### config.mk
export PLATFORM = sky130hd
export DESIGN_NAME = beta_alpha_update_fix
export DESIGN_NICKNAME = d
export VERILOG_FILES = /design/src/rtl/beta_alpha_update_fix.sv
export SDC_FILE = /design/constraint.sdc
export NUM_CORES = 1
export LEC_CHECK = 0
export BUFFER_PORTS_ARGS = -buffer_cell sky130_fd_sc_hd__buf_2
export CELL_PAD_IN_SITES_DETAIL_PLACEMENT = 1
export CELL_PAD_IN_SITES_GLOBAL_PLACEMENT = 1
export CORE_MARGIN = 2
export CORE_UTILIZATION = 55
export DETAILED_ROUTE_END_ITERATION = 6
export GPL_TIMING_DRIVEN = 0
export PLACE_DENSITY_LB_ADDON = 0.3
export SLEW_MARGIN = 20
export SYNTH_ARGS = -nofsm -noshare
export SYNTH_HDL_FRONTEND = slang
export SYNTH_SLANG_ARGS = --single-unit
### constraint.sdc
create_clock -name clk -period 26 [get_ports clk]
set_clock_uncertainty 0.1 [all_clocks]
set_input_delay 2.6 -clock clk [delete_from_list [all_inputs] [get_ports clk]]
set_output_delay 2.6 -clock clk [all_outputs]
set_load 0.02 [all_outputs]
### src/rtl/beta_alpha_update_fix.sv
// beta_alpha_update_fix: accumulate a frame of beta vectors per user, max-normalise, saturate to int8, stream alpha beats.
module beta_alpha_update_fix #(
  parameter int J = 4,
  parameter int I = 8,
  parameter int A = 4,
  parameter int DATAWIDTH = 8
) (
  input  logic                   clk,
  input  logic                   rst_n,
  input  logic [A*DATAWIDTH-1:0] beta,
  input  logic                   beta_tvalid,
  output logic [J*DATAWIDTH-1:0] alpha_u_col,
  output logic                   alpha_u_col_tvalid,
  output logic                   alpha_u_col_tlast,
  input  logic                   alpha_u_col_tready,
  output logic                   busy,
  output logic                   drop_err
);
  localparam int SW = DATAWIDTH + $clog2(I) + 1;
  localparam int KW = $clog2(I*J) > 0 ? $clog2(I*J) : 1;
  localparam int JW = $clog2(J) > 0 ? $clog2(J) : 1;
  localparam int AW = $clog2(A) > 0 ? $clog2(A) : 1;
  localparam logic signed [SW:0] LO = -(SW+1)'(2**(DATAWIDTH-1));
  typedef enum logic [1:0] {ACC, NORM, OUT} state_t;
  state_t state, state_n;
  logic [KW-1:0] k_cnt;
  logic [JW-1:0] j_cnt, kj;
  logic [AW-1:0] a_cnt, nxt_a;
  logic signed [SW-1:0] sum [J][A];
  logic signed [DATAWIDTH-1:0] res [J][A];
  logic signed [DATAWIDTH-1:0] nres [A];
  logic signed [SW:0] d [A];
  logic signed [SW-1:0] m;
  logic last_k, last_j, hs, fin, load;
  assign kj = JW'(k_cnt % J);
  assign last_k = k_cnt == KW'(I*J-1);
  assign last_j = j_cnt == JW'(J-1);
  assign hs = alpha_u_col_tvalid & alpha_u_col_tready;
  assign fin = hs & alpha_u_col_tlast;
  assign nxt_a = alpha_u_col_tvalid ? a_cnt + 1'b1 : a_cnt;
  assign load = state == OUT && (!alpha_u_col_tvalid || (hs && !alpha_u_col_tlast));
  always_ff @(posedge clk or negedge rst_n)
    if (!rst_n) state <= ACC;
    else state <= state_n;
  always_comb begin
    state_n = state;
    busy = state != ACC;
    state_n = (state == ACC && beta_tvalid && last_k) ? NORM :
              (state == NORM && last_j)               ? OUT  :
              (state == OUT && fin)                   ? ACC  : state;
  end
  // Max tree for the user being normalised, then shift and clamp into [-128, 0]
  always_comb begin
    m = sum[j_cnt][0];
    for (int a = 1; a < A; a++) m = sum[j_cnt][a] > m ? sum[j_cnt][a] : m;
    for (int a = 0; a < A; a++) begin
      d[a] = (SW+1)'(sum[j_cnt][a]) - (SW+1)'(m);
      nres[a] = d[a] < LO ? LO[DATAWIDTH-1:0] : d[a][DATAWIDTH-1:0];
    end
  end
  always_ff @(posedge clk or negedge rst_n)
    if (!rst_n) begin
      for (int j = 0; j < J; j++)
        for (int a = 0; a < A; a++) begin
          sum[j][a] <= '0;
          res[j][a] <= '0;
        end
      k_cnt <= '0;
      j_cnt <= '0;
      a_cnt <= '0;
      alpha_u_col <= '0;
      alpha_u_col_tvalid <= 1'b0;
      alpha_u_col_tlast <= 1'b0;
      drop_err <= 1'b0;
    end else begin
      drop_err <= drop_err | (beta_tvalid && state != ACC);
      if (state == ACC && beta_tvalid) begin
        for (int a = 0; a < A; a++)
          sum[kj][a] <= sum[kj][a] + SW'($signed(beta[a*DATAWIDTH +: DATAWIDTH]));
        k_cnt <= last_k ? '0 : k_cnt + 1'b1;
      end
      if (state == NORM) begin
        for (int a = 0; a < A; a++) res[j_cnt][a] <= nres[a];
        j_cnt <= last_j ? '0 : j_cnt + 1'b1;
      end
      if (load) begin
        for (int j = 0; j < J; j++) alpha_u_col[j*DATAWIDTH +: DATAWIDTH] <= res[j][nxt_a];
        a_cnt <= nxt_a;
        alpha_u_col_tvalid <= 1'b1;
        alpha_u_col_tlast <= nxt_a == AW'(A-1);
      end
      if (state == OUT && fin) begin
        for (int j = 0; j < J; j++)
          for (int a = 0; a < A; a++) sum[j][a] <= '0;
        k_cnt <= '0;
        j_cnt <= '0;
        a_cnt <= '0;
        alpha_u_col_tvalid <= 1'b0;
        alpha_u_col_tlast <= 1'b0;
      end
    end
endmodule

* Word-level counts from Yosys, hierarchy flattened
Cells that the tools add are included.
** Operators by class
- Add/sub/neg operators :: 11
- $mul :: 0
- Divide/modulo/power cells :: 0
- $lt $le $gt $ge :: 12
- Eq/ne operators :: 5
- Shifts and indexed selects :: 0
- Multiplexer cells :: 67
- Bitwise logic cells :: 6
- Reduce and logical (&&, ||, !) cells :: 18
** Operators with widths (count)
- $bwmux 192 :: 4
- $bwmux 128 :: 4
- $demux 48 s2 :: 4
- $mux 192 :: 2
- $demux 32 s2 :: 4
- $mux 48 :: 5
- $bmux 48 s2 :: 2
- $mux 8 :: 13
- $bmux 8 s2 :: 4
- $lt 13x8->1 const B :: 4
- $sub 12x12->13 :: 4
- $add 12x8->12 :: 4
- $mux 12 :: 4
- $mux 24 :: 2
- $gt 12x12->1 :: 3
- $mux 36 :: 1
- $mux 32 :: 1
- $mux 2 :: 9
- $mux 16 :: 1
- $mux 5 :: 3
- $ge 3x3->1 const B :: 3
- $logic_and 1x1->1 :: 9
- $not 2->3 :: 3
- $reduce_bool 2->1 :: 4
- 13 further kinds :: 22
** Word-level totals
- Register bits after elaboration :: 366
- Bits in latches :: 0
- Memory bits (writable) :: 0
- Bits in read-only memories :: 0
- Input bits :: 36
- Output and inout port bits :: 36
- Word-level logic and storage cells :: 159
- Memories kept :: 0

* Logic depth before layout (Yosys ltp)
- Depth in word-level cells :: 17
- Gate-level depth with buffers :: 54
- Mapped depth without buffers :: 43

* Least setup slack after synthesis
OpenSTA, ideal clock, no wires.
- Path kind :: reg-to-reg
- Start :: register j_cnt[0]
- End :: register res[25] (netlist bit)
- Setup time :: 0.128 ns
- Arrival time :: 12.675 ns
- Data required time :: 25.772 ns
- Path slack :: 13.097 ns
- Cell stages (with the launch flop) :: 47
- Path buffers :: 14
- Period minus slack after synthesis :: 12.903 ns
- Cells stage by stage :: dfrtp_1 buf_4 buf_1 clkbuf_1 clkbuf_1 clkbuf_1 clkbuf_1 mux4_2 ha_1 buf_4 nand4_2 nor2_1 a2bb2oi_1 or3_1 o211ai_1 clkbuf_1 mux2_2 inv_1 (+11 left out) nor3_1 inv_1 a211o_1 a21bo_2 a21oi_2 clkbuf_1 clkbuf_1 clkbuf_1 nor2_1 a21oi_1 ha_1 a31o_2 a31o_2 or2_2 a21o_1 nand3_2 buf_2 o21ai_0
** Between the ends
- Word-level cells in the longest chain between the ends :: 17
- Elaborated cells between the ends (all ways) :: 34
- Classes of those cells :: add/sub (4); order compare (9); mux (19); bitwise (1); reduce/logical (1)
** Ends and longest elaborated chain
- from (decl) :: line 27 : logic [JW-1:0] j_cnt, kj;
- from (signal assigned) :: line 84 : j_cnt <= last_j ? '0 : j_cnt + 1'b1;
- $not 2->3 (not written as such) (*)
- $bmux 48 s2 :: line 54, 55, 57
- $mux 48 (not written as such) (2 in series) :: line 55, 57
- $gt 12x12->1 :: line 55 : for (int a = 1; a < A; a++) m = sum[j_cnt][a] > m ? sum[j_cnt][a] : m;
- $mux 12 :: line 55
- $gt 12x12->1 :: line 55
- $mux 12 :: line 55
- $gt 12x12->1 :: line 55
- $mux 12 :: line 55
- $sub 12x12->13 :: line 57 : d[a] = (SW+1)'(sum[j_cnt][a]) - (SW+1)'(m);
- $lt 13x8->1 :: line 58 : nres[a] = d[a] < LO ? LO[DATAWIDTH-1:0] : d[a][DATAWIDTH-1:0];
- $mux 8 :: line 58
- $bwmux 128 (3 in series) :: line 83 : for (int a = 0; a < A; a++) res[j_cnt][a] <= nres[a];
- $bwmux 128 (*) :: line 83
- to (signal, indexed assignment) :: line 66 : res[j][a] <= '0;
- to (decl) :: line 30 : logic signed [DATAWIDTH-1:0] res [J][A];
Mark *: on every way between the ends. The rest lies on a longest branch, timed or not. The select of a mux whose other input is x is not followed.
A chain may end at the register's enable or synchronous reset.

* Final worst setup path
- Start :: register j_cnt[1]
- End :: register res[96] (netlist bit)
The elaborated chain is that of the path after synthesis.

==> flow_metrics.tcl <==
set metrics [dict create \
    synth_area_leader_cell "dfrtp_1" \
    synth_compound_area_share_pct 20.0 \
    synthToLayoutAreaGrowth_pct 10.4 \
    cts_setup_buffers 0 \
    synth_edf_count 0 \
    synthCells 2118 \
    min_to "drop_err$_DFF_PN0_" \
    cts.reportedPaths.clkPinSlew_ps 60 \
    cts_tree "built" \
    n_fill_cell 4388 \
    routedWlPerCell_um 30.8 \
    vias 19800 \
    rsz0062_at_grt "no" \
    crit_type "flop to flop" \
    multi_input_area_um2 12800 \
    num_antenna_cells 0 \
    portBuffers 71 \
    worstReg2RegEnd "res[96]$_DFFE_PN0P_" \
    clk_latency_ps 580 \
    htreeDepth 2 \
    tns_ps 0 \
    syn_avg_cell_area_um2 10.8 \
    grt_max_degree 102 \
    synth_top_area_share_pct 40.1 \
    cpPeakStageDelay_ps 830 \
    post-route-period-util_pct 69.2 \
    synth_ff_type "dfrtp_1" \
    avgViaCountPerCell 7.11 \
    min_period_ps 17990 \
    rows 74 \
    maxSlewViolCount 0 \
    dieArea_um2 43200 \
    synth_simple_gate_area_share_pct 9.08 \
    holdPathStages 1 \
    drc_errors 3 \
    hpwlAfterDp_mm 62.6 \
    drive_above_1_share_pct 16.3 \
    ant_nets 0 \
    place_congestion 0.920 \
    start_util_pct 55.8 \
    syn_nets 2263 \
    reg2regPathDepth 47 \
    regArea_um2 9160 \
    clk_path_buf_depth 3 \
    r2r_start "j_cnt[1]$_DFFE_PN0P_" \
    setup_viol 0 \
    cts_buffers 41 \
    ys_ff_latch 366 \
    violations "DRC" \
    yosys-top-cells-area "dfrtp_1, mux4_2, a22o_1" \
    synth-xor-area-share_pct 4.06 \
    ys_async_sr_fraction_pct 100 \
    grt_pass1_wl_mm 132 \
    antenna_found_initial 0 \
    fp.dieW_um 208 \
    grt_use_total_pct 40.1 \
    hold_start "drop_err$_DFF_PN0_" \
    critPathLaunchType "flop" \
    critPathRequiredTime_ps 26370 \
    hold_violations 0 \
    cts_hold_buf 0 \
    muxShareOfSynthArea_pct 16.5 \
    synth_top_family_by_area "compound AO/OA/AOI/OAI gates" \
    nets 2381 \
    dr.first_iter.drc_count 1911 \
    overflow 0 \
    clock_sinks 366 \
    max_freq_ghz 0.0556 \
    status "finished with violations" \
    yosysSeqAreaShare_pct 40.1 \
    path_common_cell "clkbuf_1" \
    cp_slowest_cell "clkbuf_1" \
    wl_mm 86.0 \
    root_buffer "clkbuf_16" \
    arrival_ps 18350 \
    grt_pass1_vias 21200 \
    min_path_type "flop to flop" \
    critPathMaxFanout 10 \
    drtPass1Iterations 7 \
    cts.repair.resized 0 \
    core_um2 40900 \
    syn_area_um2 22900 \
    r2r_slack_ps 8010 \
    io_pins 72 \
    cap_violations 0 \
    synthAdderAreaFrac_pct 6.54 \
    yosysUniqueCellTypes 92 \
    die_h_um 208 \
    tightest_slew_ps 1260 \
    relSlewSlack_pct 15.4 \
    cp-end-kind "flop" \
    synth_warnings 0 \
]
==> sequential cells by signal, summed over array words and instances (netlist names) <==
signal / count
a_cnt: 2
alpha_u_col: 32
alpha_u_col_tlast: 1
alpha_u_col_tvalid: 1
drop_err: 1
j_cnt: 2
k_cnt: 5
res: 128
state: 2
sum: 192
==> critical path, delay by kind of cell, from the launching register on <==
| family | cells | cell delay [ps] |
|---|---|---|
| buffers and inverters | 17 | 7950 |
| adder cells (fa/ha/maj) | 4 | 1260 |
| AND/OR/NAND/NOR | 8 | 2200 |
| flip-flops | 1 | 380 |
| multiplexers | 2 | 960 |
| XOR/XNOR | 1 | 140 |
| AO/OA/AOI/OAI | 15 | 4820 |
==> cell usage in the layout, fill, tap and decap left out, types with 15 or more instances in the layout <==
cell	count
a211oi_1	17
a21o_1	16
a21oi_1	89
a22o_1	180
and2_1	17
buf_2	77
clkbuf_1	105
clkbuf_16	41
dfrtp_1	366
ha_1	105
inv_1	87
mux2_2	44
mux2i_1	33
mux4_2	127
nand2_1	249
nand3_1	28
nor2_1	94
o2111ai_1	15
o21ai_0	90
o21ai_1	49
o21bai_1	33
o31ai_1	35
xnor2_1	94
==> worst max path at each step <==
| stage | from | endpoint | slack, ps | depth (start not counted) |
|---|---|---|---|---|
| final | j_cnt[1]$_DFFE_PN0P_ | res[96]$_DFFE_PN0P_ | 8010 | 47 |
| after floorplan | j_cnt[0]$_DFFE_PN0P_ | res[25]$_DFFE_PN0P_ | 13100 | 46 |
| after global routing | j_cnt[0]$_DFFE_PN0P_ | res[96]$_DFFE_PN0P_ | 7220 | 47 |
| after detailed placement | j_cnt[1]$_DFFE_PN0P_ | res[96]$_DFFE_PN0P_ | 8450 | 47 |
| after CTS | j_cnt[1]$_DFFE_PN0P_ | res[96]$_DFFE_PN0P_ | 8260 | 47 |
| after global placement | j_cnt[0]$_DFFE_PN0P_ | res[0]$_DFFE_PN0P_ | 7980 | 47 |
==> metal layers <==
layer	vias to the layer above	GRT usage, %	part of all wire, %
met4	0	28.9	8.3
met1	10100	47.6	36
met5	-	0	0
met2	1139	65.0	48
met3	381	8.43	7.8
li1	8151	-	-
==> kinds of logic after synthesis <==
group                    Yosys count
AO/OA/AOI/OAI                    632
AND/OR/NAND/NOR                  466
flip-flops                       366
buffers and inverters            220
multiplexers                     209
adder cells (fa/ha/maj)          119
XOR/XNOR                         106
==> per-stage QoR <==
stage	cells	util, %	worst slack, ps	area, µm²	hold slack (ps)
after detailed placement	2725	58.6	8450	24000	344
after global placement	2721	58.3	7980	23900	334
after CTS	2789	61.6	8260	25200	357
after global routing	2789	61.6	7220	25200	381
after floorplan	2118	-	13100	22900	343
final	2789	61.6	8010	25200	354
==> area by class of cell <==
type                    count  share of cell area, %
clock inverters            10                  0.332
flip-flops and latches    366                   36.3
well taps                 532                   2.64
clock buffers              54                   4.50
repair buffers             75                   1.89
multi-input cells        1532                   50.9
inverters                  89                   1.32
plain buffers             131                   2.10
==> synthesized netlist by cell type, types with 13 or more instances <==
library cell / count
nand2_1: 249
ha_1: 105
inv_1: 87
mux4_2: 127
o31ai_1: 35
a22o_1: 180
o211ai_1: 14
o2111ai_1: 15
mux2_2: 44
mux2i_1: 33
nand3_1: 28
a211oi_1: 17
o21ai_1: 49
o21bai_1: 33
nor2_1: 94
and2_1: 17
o21ai_0: 90
dfrtp_1: 366
a21oi_1: 89
buf_1: 15
o21a_1: 13
xnor2_1: 94
a21o_1: 16
clkbuf_1: 102
nor3_1: 14
Power is left out: the tool's default activity adds up to more than one toggle a clock period on the data nets, which glitch-free logic cannot reach.
